`config.mk`:
```
export PLATFORM = sky130hd
export DESIGN_NAME = rv_pipe_arbiter_flat
export DESIGN_NICKNAME = d
export VERILOG_FILES = /design/src/rtl/rv_pipe_arbiter_if.sv /design/src/rtl/rv_pipe_arbiter.sv /design/src/flat_wrapper.sv
export SDC_FILE = /design/constraint.sdc
export NUM_CORES = 1
export LEC_CHECK = 0
export ABC_CLOCK_PERIOD_IN_PS = 2800
export BUFFER_PORTS_ARGS = -buffer_cell sky130_fd_sc_hd__buf_2
export CAP_MARGIN = 20
export CORE_UTILIZATION = 42
export DETAILED_ROUTE_END_ITERATION = 8
export PLACE_DENSITY = 0.81
export SETUP_SLACK_MARGIN = 0.3
export SYNTH_ARGS = -nofsm -noshare
export SYNTH_HDL_FRONTEND = slang
export SYNTH_SLANG_ARGS = --single-unit
```
`constraint.sdc`:
```
create_clock -name clk -period 2.8 [get_ports clk]
set_input_delay 0.42 -clock clk [delete_from_list [all_inputs] [get_ports clk]]
set_output_delay 0.42 -clock clk [all_outputs]
set_load 0.005 [all_outputs]
```
`src/rtl/rv_pipe_arbiter_if.sv`:
```
// Request/response bundle for rv_pipe_arbiter.
// The req_lock port exists only when RV_PIPE_ARB_LOCK_EN is defined.
interface rv_pipe_arbiter_if #(
  parameter int NUM_REQS = 4,
  parameter int DATAW    = 32,
  parameter int TAGW     = (NUM_REQS > 1) ? $clog2(NUM_REQS) : 1
);
  logic [NUM_REQS-1:0]       req_valid;
  logic [NUM_REQS*DATAW-1:0] req_data;
  logic [NUM_REQS-1:0]       req_ready;
`ifdef RV_PIPE_ARB_LOCK_EN
  logic [NUM_REQS-1:0]       req_lock;
`endif
  logic                      rsp_valid;
  logic [DATAW-1:0]          rsp_data;
  logic [TAGW-1:0]           rsp_tag;
  logic                      rsp_ready;

`ifdef RV_PIPE_ARB_LOCK_EN
  modport master (output req_valid, req_data, req_lock, rsp_ready,
                  input  req_ready, rsp_valid, rsp_data, rsp_tag);
  modport slave  (input  req_valid, req_data, req_lock, rsp_ready,
                  output req_ready, rsp_valid, rsp_data, rsp_tag);
`else
  modport master (output req_valid, req_data, rsp_ready,
                  input  req_ready, rsp_valid, rsp_data, rsp_tag);
  modport slave  (input  req_valid, req_data, rsp_ready,
                  output req_ready, rsp_valid, rsp_data, rsp_tag);
`endif
endinterface

```
`src/rtl/rv_pipe_arbiter.sv`:
```
// Round-robin arbiter feeding a DEPTH-stage shared pipe with a global stall.
// Optional burst locking is enabled with RV_PIPE_ARB_LOCK_EN.
module rv_pipe_arbiter #(
  parameter int NUM_REQS = 4,
  parameter int DATAW    = 32,
  parameter int DEPTH    = 2
) (
  input  logic           clk,
  input  logic           reset,
  rv_pipe_arbiter_if.slave bus
);
  localparam int TAGW = (NUM_REQS > 1) ? $clog2(NUM_REQS) : 1;

  function automatic logic [TAGW-1:0] inc_mod(input logic [TAGW-1:0] w);
    if (int'(w) >= NUM_REQS - 1) return '0;
    else return w + TAGW'(1);
  endfunction

  logic                enable;
  logic                found;
  logic                accept;
  logic [TAGW-1:0]     winner;
  logic [TAGW-1:0]     base;
  logic [NUM_REQS-1:0] grant;
  int                  idx;

  logic [TAGW-1:0]     ptr_q, ptr_d;
  logic [DEPTH-1:0]    valid_q, valid_d;
  logic [DATAW-1:0]    data_q [DEPTH];
  logic [DATAW-1:0]    data_d [DEPTH];
  logic [TAGW-1:0]     tag_q  [DEPTH];
  logic [TAGW-1:0]     tag_d  [DEPTH];

`ifdef RV_PIPE_ARB_LOCK_EN
  logic                lock_q, lock_d;
  logic [TAGW-1:0]     owner_q, owner_d;
  logic                owner_valid;
`endif

  // Arbitration: search upward from base, wrapping; an active lock overrides.
  always_comb begin
    enable = ~(valid_q[DEPTH-1] & ~bus.rsp_ready);
    base   = ptr_q;
`ifdef RV_PIPE_ARB_LOCK_EN
    owner_valid = lock_q & bus.req_valid[owner_q];
    if (lock_q && !owner_valid) base = inc_mod(owner_q);
`endif
    found  = 1'b0;
    winner = '0;
    idx    = 0;
    for (int i = 0; i < NUM_REQS; i++) begin
      idx = int'(base) + i;
      if (idx >= NUM_REQS) idx = idx - NUM_REQS;
      if (!found && bus.req_valid[idx]) begin
        found  = 1'b1;
        winner = TAGW'(idx);
      end
    end
`ifdef RV_PIPE_ARB_LOCK_EN
    if (owner_valid) begin
      found  = 1'b1;
      winner = owner_q;
    end
`endif
    grant = '0;
    if (found) grant[winner] = 1'b1;
    bus.req_ready = grant & {NUM_REQS{enable}};
    accept = found & enable;
  end

  always_comb begin
    ptr_d = ptr_q;
`ifdef RV_PIPE_ARB_LOCK_EN
    lock_d  = lock_q;
    owner_d = owner_q;
    if (accept) begin
      if (bus.req_lock[winner]) begin
        lock_d  = 1'b1;
        owner_d = winner;
      end else begin
        lock_d = 1'b0;
        ptr_d  = inc_mod(winner);
      end
    end else if (enable && lock_q) begin
      // Owner dropped valid and nobody else was waiting: release anyway.
      lock_d = 1'b0;
      ptr_d  = inc_mod(owner_q);
    end
`else
    if (accept) ptr_d = inc_mod(winner);
`endif
  end

  // Pipe shifts as a whole on enable; holds everything on stall.
  always_comb begin
    valid_d = valid_q;
    data_d  = data_q;
    tag_d   = tag_q;
    if (enable) begin
      valid_d[0] = found;
      data_d[0]  = bus.req_data[int'(winner)*DATAW +: DATAW];
      tag_d[0]   = winner;
      for (int k = 1; k < DEPTH; k++) begin
        valid_d[k] = valid_q[k-1];
        data_d[k]  = data_q[k-1];
        tag_d[k]   = tag_q[k-1];
      end
    end
  end

  always_ff @(posedge clk) begin
    if (!reset) begin
      valid_q <= '0;
      ptr_q   <= '0;
`ifdef RV_PIPE_ARB_LOCK_EN
      lock_q  <= 1'b0;
      owner_q <= '0;
`endif
    end else begin
      valid_q <= valid_d;
      ptr_q   <= ptr_d;
`ifdef RV_PIPE_ARB_LOCK_EN
      lock_q  <= lock_d;
      owner_q <= owner_d;
`endif
    end
  end

  always_ff @(posedge clk) begin
    data_q <= data_d;
    tag_q  <= tag_d;
  end

  assign bus.rsp_valid = valid_q[DEPTH-1];
  assign bus.rsp_data  = data_q[DEPTH-1];
  assign bus.rsp_tag   = tag_q[DEPTH-1];
endmodule

```
`src/flat_wrapper.sv`:
```
// flat-port wrapper written by rule: the top's interface ports become plain ports
module rv_pipe_arbiter_flat 
#(
  parameter int NUM_REQS = 4,
  parameter int DATAW    = 32,
  parameter int DEPTH    = 2
)
  (clk, reset, bus_req_valid, bus_req_data, bus_rsp_ready, bus_req_ready, bus_rsp_valid, bus_rsp_data, bus_rsp_tag);
  rv_pipe_arbiter_if #(.NUM_REQS(NUM_REQS), .DATAW(DATAW), .TAGW(2)) bus_i ();
  input  logic clk;
  input  logic reset;
  input wire logic [$bits(bus_i.req_valid)-1:0] bus_req_valid;
  input wire logic [$bits(bus_i.req_data)-1:0] bus_req_data;
  input wire logic [$bits(bus_i.rsp_ready)-1:0] bus_rsp_ready;
  output wire logic [$bits(bus_i.req_ready)-1:0] bus_req_ready;
  output wire logic [$bits(bus_i.rsp_valid)-1:0] bus_rsp_valid;
  output wire logic [$bits(bus_i.rsp_data)-1:0] bus_rsp_data;
  output wire logic [$bits(bus_i.rsp_tag)-1:0] bus_rsp_tag;
  assign bus_i.req_valid = bus_req_valid;
  assign bus_i.req_data = bus_req_data;
  assign bus_i.rsp_ready = bus_rsp_ready;
  assign bus_req_ready = bus_i.req_ready;
  assign bus_rsp_valid = bus_i.rsp_valid;
  assign bus_rsp_data = bus_i.rsp_data;
  assign bus_rsp_tag = bus_i.rsp_tag;
  rv_pipe_arbiter #(.NUM_REQS(NUM_REQS), .DATAW(DATAW), .DEPTH(DEPTH)) u_core (.clk(clk), .reset(reset), .bus(bus_i));
endmodule
```
* Yosys cells after proc, flatten, opt, wreduce, memory -nomap -nowiden
Cells that the tools add are included.
Widths: inputs -> output; s select.
** Word-level totals
- ROM bits :: 0
- Memories kept :: 0
- Register bits :: 72
- Latch bits :: 0
- RAM bits :: 0
** Cells by class
- Reductions and logical operators :: 7
- Shift-type cells :: 1
- Add/sub/neg operators :: 8
- Magnitude comparators :: 11
- Multipliers :: 0
- Div/mod/pow operators :: 0
- Bitwise gates (word level) :: 5
- Muxes and demuxes :: 28
- Equality and inequality tests :: 0
** Operator list (count)
- $lt 32x4->1 const B :: 4
- $mux 32 :: 4
- $shiftx 128x8->32 :: 1
- $ge 32x4->1 const B :: 3
- $sub 32x4->32 const B :: 3
- $mux 1 :: 13
- $mux 2 :: 5
- $bmux 1 s2 :: 4
- $add 2x2->3 const B :: 2
- $and 4x4->4 :: 1
- $logic_and 1x1->1 :: 4
- $mux 4 :: 1
- $sub 2x3->4 const B :: 1
- $add 2x1->3 const B :: 1
- $ge 2x3->1 const B :: 1
- $logic_not 1->1 :: 3
- $lt 2x3->1 const B :: 1
- $add 2x1->2 const B :: 1
- $and 1x1->1 :: 2
- $demux 1 s2 :: 1
- $ge 2x1->1 const B :: 1
- $ge 2x2->1 const B :: 1
- $not 1->1 :: 2

* Depth between registers and ports, before layout
- Depth in word-level cells :: 21
- Mapped depth :: 8

* Least setup slack after synthesis
OpenSTA, ideal clock, no wires.
- Path type :: input to output
- Start point :: input port bus_rsp_ready
- End point :: output port bus_req_ready[0]
- Arrival :: 2611 ps
- Setup slack :: -231 ps
- Stages :: 5
- Path through :: nor2b_1 inv_1 o41ai_2 nand2b_1 nor2_1
** Between the ends
- Longest elaborated chain between the ends :: 4
** RTL lines
- start, declared :: line flat_wrapper.sv:14 : input wire logic [$bits(bus_i.rsp_ready)-1:0] bus_rsp_ready;
- $not 1->1 :: line rv_pipe_arbiter.sv:42 : enable = ~(valid_q[DEPTH-1] & ~bus.rsp_ready);
- $and 1x1->1 :: line rv_pipe_arbiter.sv:42
- $not 1->1 :: line rv_pipe_arbiter.sv:42
- $and 4x4->4 :: line rv_pipe_arbiter.sv:67 : bus.req_ready = grant & {NUM_REQS{enable}};
- end, declared :: line flat_wrapper.sv:15 : output wire logic [$bits(bus_i.req_ready)-1:0] bus_req_ready;
No other way between the ends.

* Final worst setup path
- Start point :: register u_core.ptr_q[1] (netlist: u_core.base[1])
- End point :: output port bus_req_ready[3]
** Between the ends
- Longest elaborated chain between the ends :: 21
- Elaborated cells between the ends (all ways) :: 48
- Classes of those cells :: add/sub: 7; order compare: 6; mux: 27; bitwise: 1; reduce/logical: 7
** RTL lines
- start, declared :: line rv_pipe_arbiter.sv:27 : logic [TAGW-1:0] ptr_q, ptr_d;
- start signal, assigned :: line rv_pipe_arbiter.sv:121 : ptr_q <= ptr_d;
- parallel branches: the longest is 19 deep, another holds $sub 32x4->32
- $mux 4 (*) :: line rv_pipe_arbiter.sv:66 : if (found) grant[winner] = 1'b1;
- $and 4x4->4 (*) :: line rv_pipe_arbiter.sv:67
Mark *: on every way between the ends. The select of a mux whose other input is x is not followed.

==> impl_metrics.yaml <==
logic_synthesis:
  synth_top_family_by_area: "multiplexers"
  synth_area_um2: 3650
  synth_compound_area_frac: 0.0264
  ys_ff_latch: 72
  yosysSeqAreaShare: 0.581
  yosysUniqueCellTypes: 27
  syn-num-nets: 381
  ys_warn_count: 0
  synthSimpleGateAreaFrac: 0.0157
  syn_avg_cell_area_um2: 14.9
  synth-xor-area-share: 0
  muxShareOfSynthArea: 0.270
  synth_cells: 245
  synthAdderAreaFrac: 0.00342
critical_path:
  path_class: "reg2out"
  crit_arrival_ns: 1.94
  r2r-end: "u_core.data_q[58]"
  r2r_cells: 5
  critPathMaxFanout: 6
  critPathRequiredTime_ns: 2.38
  cp-end-kind: "output pin"
  r2r_start: "u_core.base[1]"
  startpoint: "u_core.base[1]"
  reg2reg_slack_ns: 0.67
  worstSetupStartpointType: "flop"
sta:
  worst_pin_slew_ns: 0.851
  slew_headroom: 0.433
  finalSetupTns_ns: 0
  finalHoldViolCount: 0
  finalClockSkew_ns: 0.00418
  rsz0062_at_grt: "false"
  finalCritPeriodShare: 0.844
  min_period_ns: 2.36
  fmax_ghz: 0.423
  maxSlewViolCount: 0
  setup_violations: 0
  setup_ws_ns: 0.438
clocking:
  path_clk_slew_ns: 0.07
  cts_buffer_depth: 2
  cts_buffers: 9
  post-cts-setup-buffer-count: 0
  postCtsResizedCells: 0
  cts_hold_buf: 0
  cts_tree: "yes"
  cts_root_buffer: "clkbuf_8"
  cts_max_level: 3
  worstSkewPairLatency_ns: 0.33
  clkSinkCount: 72
die:
  dieWidth_um: 95.3
  fp-row-count: 33
  ios: 174
  die_h_um: 95.3
  die_area_um2: 9080
  start_util: 0.440
  core_um2: 8300
hold_path:
  hold_path_class: "in2reg"
  whs_path_depth: 2
  min_to: "u_core.valid_q[1]"
  hp-start: "reset"
routing:
  drc: 0
  routed_wl_um: 6590
  drtIter0Drc: 47
  wl_per_cell_um: 13.2
  viasPerCell: 4.66
  num_vias: 2327
  first_pass_iters: 4
  ant_nets: 0
power_and_ir_drop:
  vdd_drop_max_mv: 0.283
  power.density_nw_per_um2: 697
  p_leak_uw: 0.00238
grt:
  met1_usage: 0.166
  grt_pass1_wl_um: 9950
  grt_max_degree: 69
  antenna_found_initial: 0
  grt_util_met3: 0.0391
  top_usage_layer: "met2"
  track_usage: 0.147
  met2_usage: 0.257
  grt.overflow.total: 0
  grt_pass1_vias: 2222
placement:
  post-place-ws_ns: 0.646
  gp_congestion: 0.841
  portBuffers: 173
  placed_cell_area_um2: 4380
  numPlacedInstances: 483
  dp_hpwl_um: 4900
cells_and_area:
  drive_gt1_frac: 0.505
  design_area_um2: 4620
  finish.net_count: 525
  fin_cells: 499
  diodes: 0
  syn2layout_area_growth_pct: 26.3
run_status:
  outcome: "completed"
flow_run:
  max_cap_viol_count: 0
==> report_power, final <==
group          switching [uW]  internal (uW)
combinational             338            377
clock                     361            584
sequential               69.0           1490
==> cell usage after synthesis <==
cell | count | area [um2]
o22ai_1 | 1 | 6.26
nor2b_1 | 2 | 12.5
buf_8 | 2 | 30.0
mux2_4 | 1 | 15.0
inv_2 | 1 | 3.75
a21o_1 | 1 | 7.51
inv_1 | 7 | 26.3
a21boi_0 | 1 | 7.51
or3_1 | 1 | 6.26
a21oi_1 | 2 | 10.0
ha_1 | 1 | 12.5
o41ai_2 | 1 | 16.3
o21a_1 | 1 | 7.51
or3b_1 | 1 | 8.76
nand2_1 | 2 | 7.51
a21boi_1 | 2 | 15.0
dfxtp_1 | 4 | 80.1
mux2i_1 | 97 | 971
buf_6 | 2 | 22.5
clkbuf_4 | 2 | 15.0
buf_2 | 4 | 20.0
buf_4 | 35 | 263
nor3_1 | 1 | 5.00
o221ai_4 | 1 | 26.3
edfxtp_1 | 68 | 2040
nor2_1 | 3 | 11.3
nand2b_1 | 1 | 6.26
==> layout by cell type, fill, tap and decap left out, types with 2 or more instances in the layout <==
cell type / synthesis / routed
buf_4: 35 / 4
bufinv_16: 0 / 3
edfxtp_1: 68 / 68
mux2i_1: 97 / 97
a21boi_1: 2 / 2
clkbuf_8: 0 / 9
a21oi_1: 2 / 2
clkinvlp_4: 0 / 2
buf_2: 4 / 173
nor2_1: 3 / 3
inv_1: 7 / 6
dfxtp_1: 4 / 4
clkinv_1: 0 / 2
nand2_1: 2 / 2
==> through the flow <==
step	total power [uW]	util	hold slack, ns
after floorplan	2160	-	0.400
after global placement	2280	0.528	0.402
after detailed placement	2310	0.528	0.405
after CTS	3260	0.556	0.322
after global routing	3380	0.556	0.330
final	3220	0.556	0.336
==> how the worst max path moves through the flow <==
stage	slack, ns	to	depth (start not counted)
6_report	0.44	bus_req_ready[3]	7
5_1_grt	0.37	bus_req_ready[3]	7
4_1_cts	0.43	bus_req_ready[3]	7
3_5_place_dp	0.65	u_core.data_q[58]	6
3_3_place_gp	0.76	u_core.data_q[58]	6
2_1_floorplan	0.38	bus_req_ready[0]	5
==> kinds of logic after synthesis <==
family	count (synthesis)
AO/OA/AOI/OAI	10
adder cells (fa/ha/maj)	1
buffers and inverters	53
flip-flops	72
multiplexers	98
AND/OR/NAND/NOR	11
==> sequential cells by signal, indices dropped and copies added (netlist names) <==
name,count
u_core.tag_q,2
u_core.bus.rsp_data,32
u_core.bus.rsp_tag,2
u_core.base,2
u_core.data_q,32
u_core.valid_q,2
==> critical path, cell delays in order, from the launching register on <==
cell	delay, ns
dfxtp_1	0.50
mux2_4	0.35
o221ai_4	0.26
inv_1	0.08
ha_1	0.19
inv_1	0.05
nor2_1	0.04
buf_2	0.14
==> layer usage <==
metal | share of wire | up-vias
met2 | 0.51 | 105
met1 | 0.40 | 1045
met3 | 0.074 | 11
met4 | 0.017 | 0
met5 | 0 | -
li1 | - | 1166
==> area by class of cell <==
type                       count  area [um2]
clock buffer                   9         124
inverter                       8        33.8
clock inverter                 7         110
sequential                    72        2120
timing repair buffer         178         916
fill                         703        3680
tap                          105         131
multi-input combinational    120        1180
No activity file was read; power rests on OpenSTA's default activity.
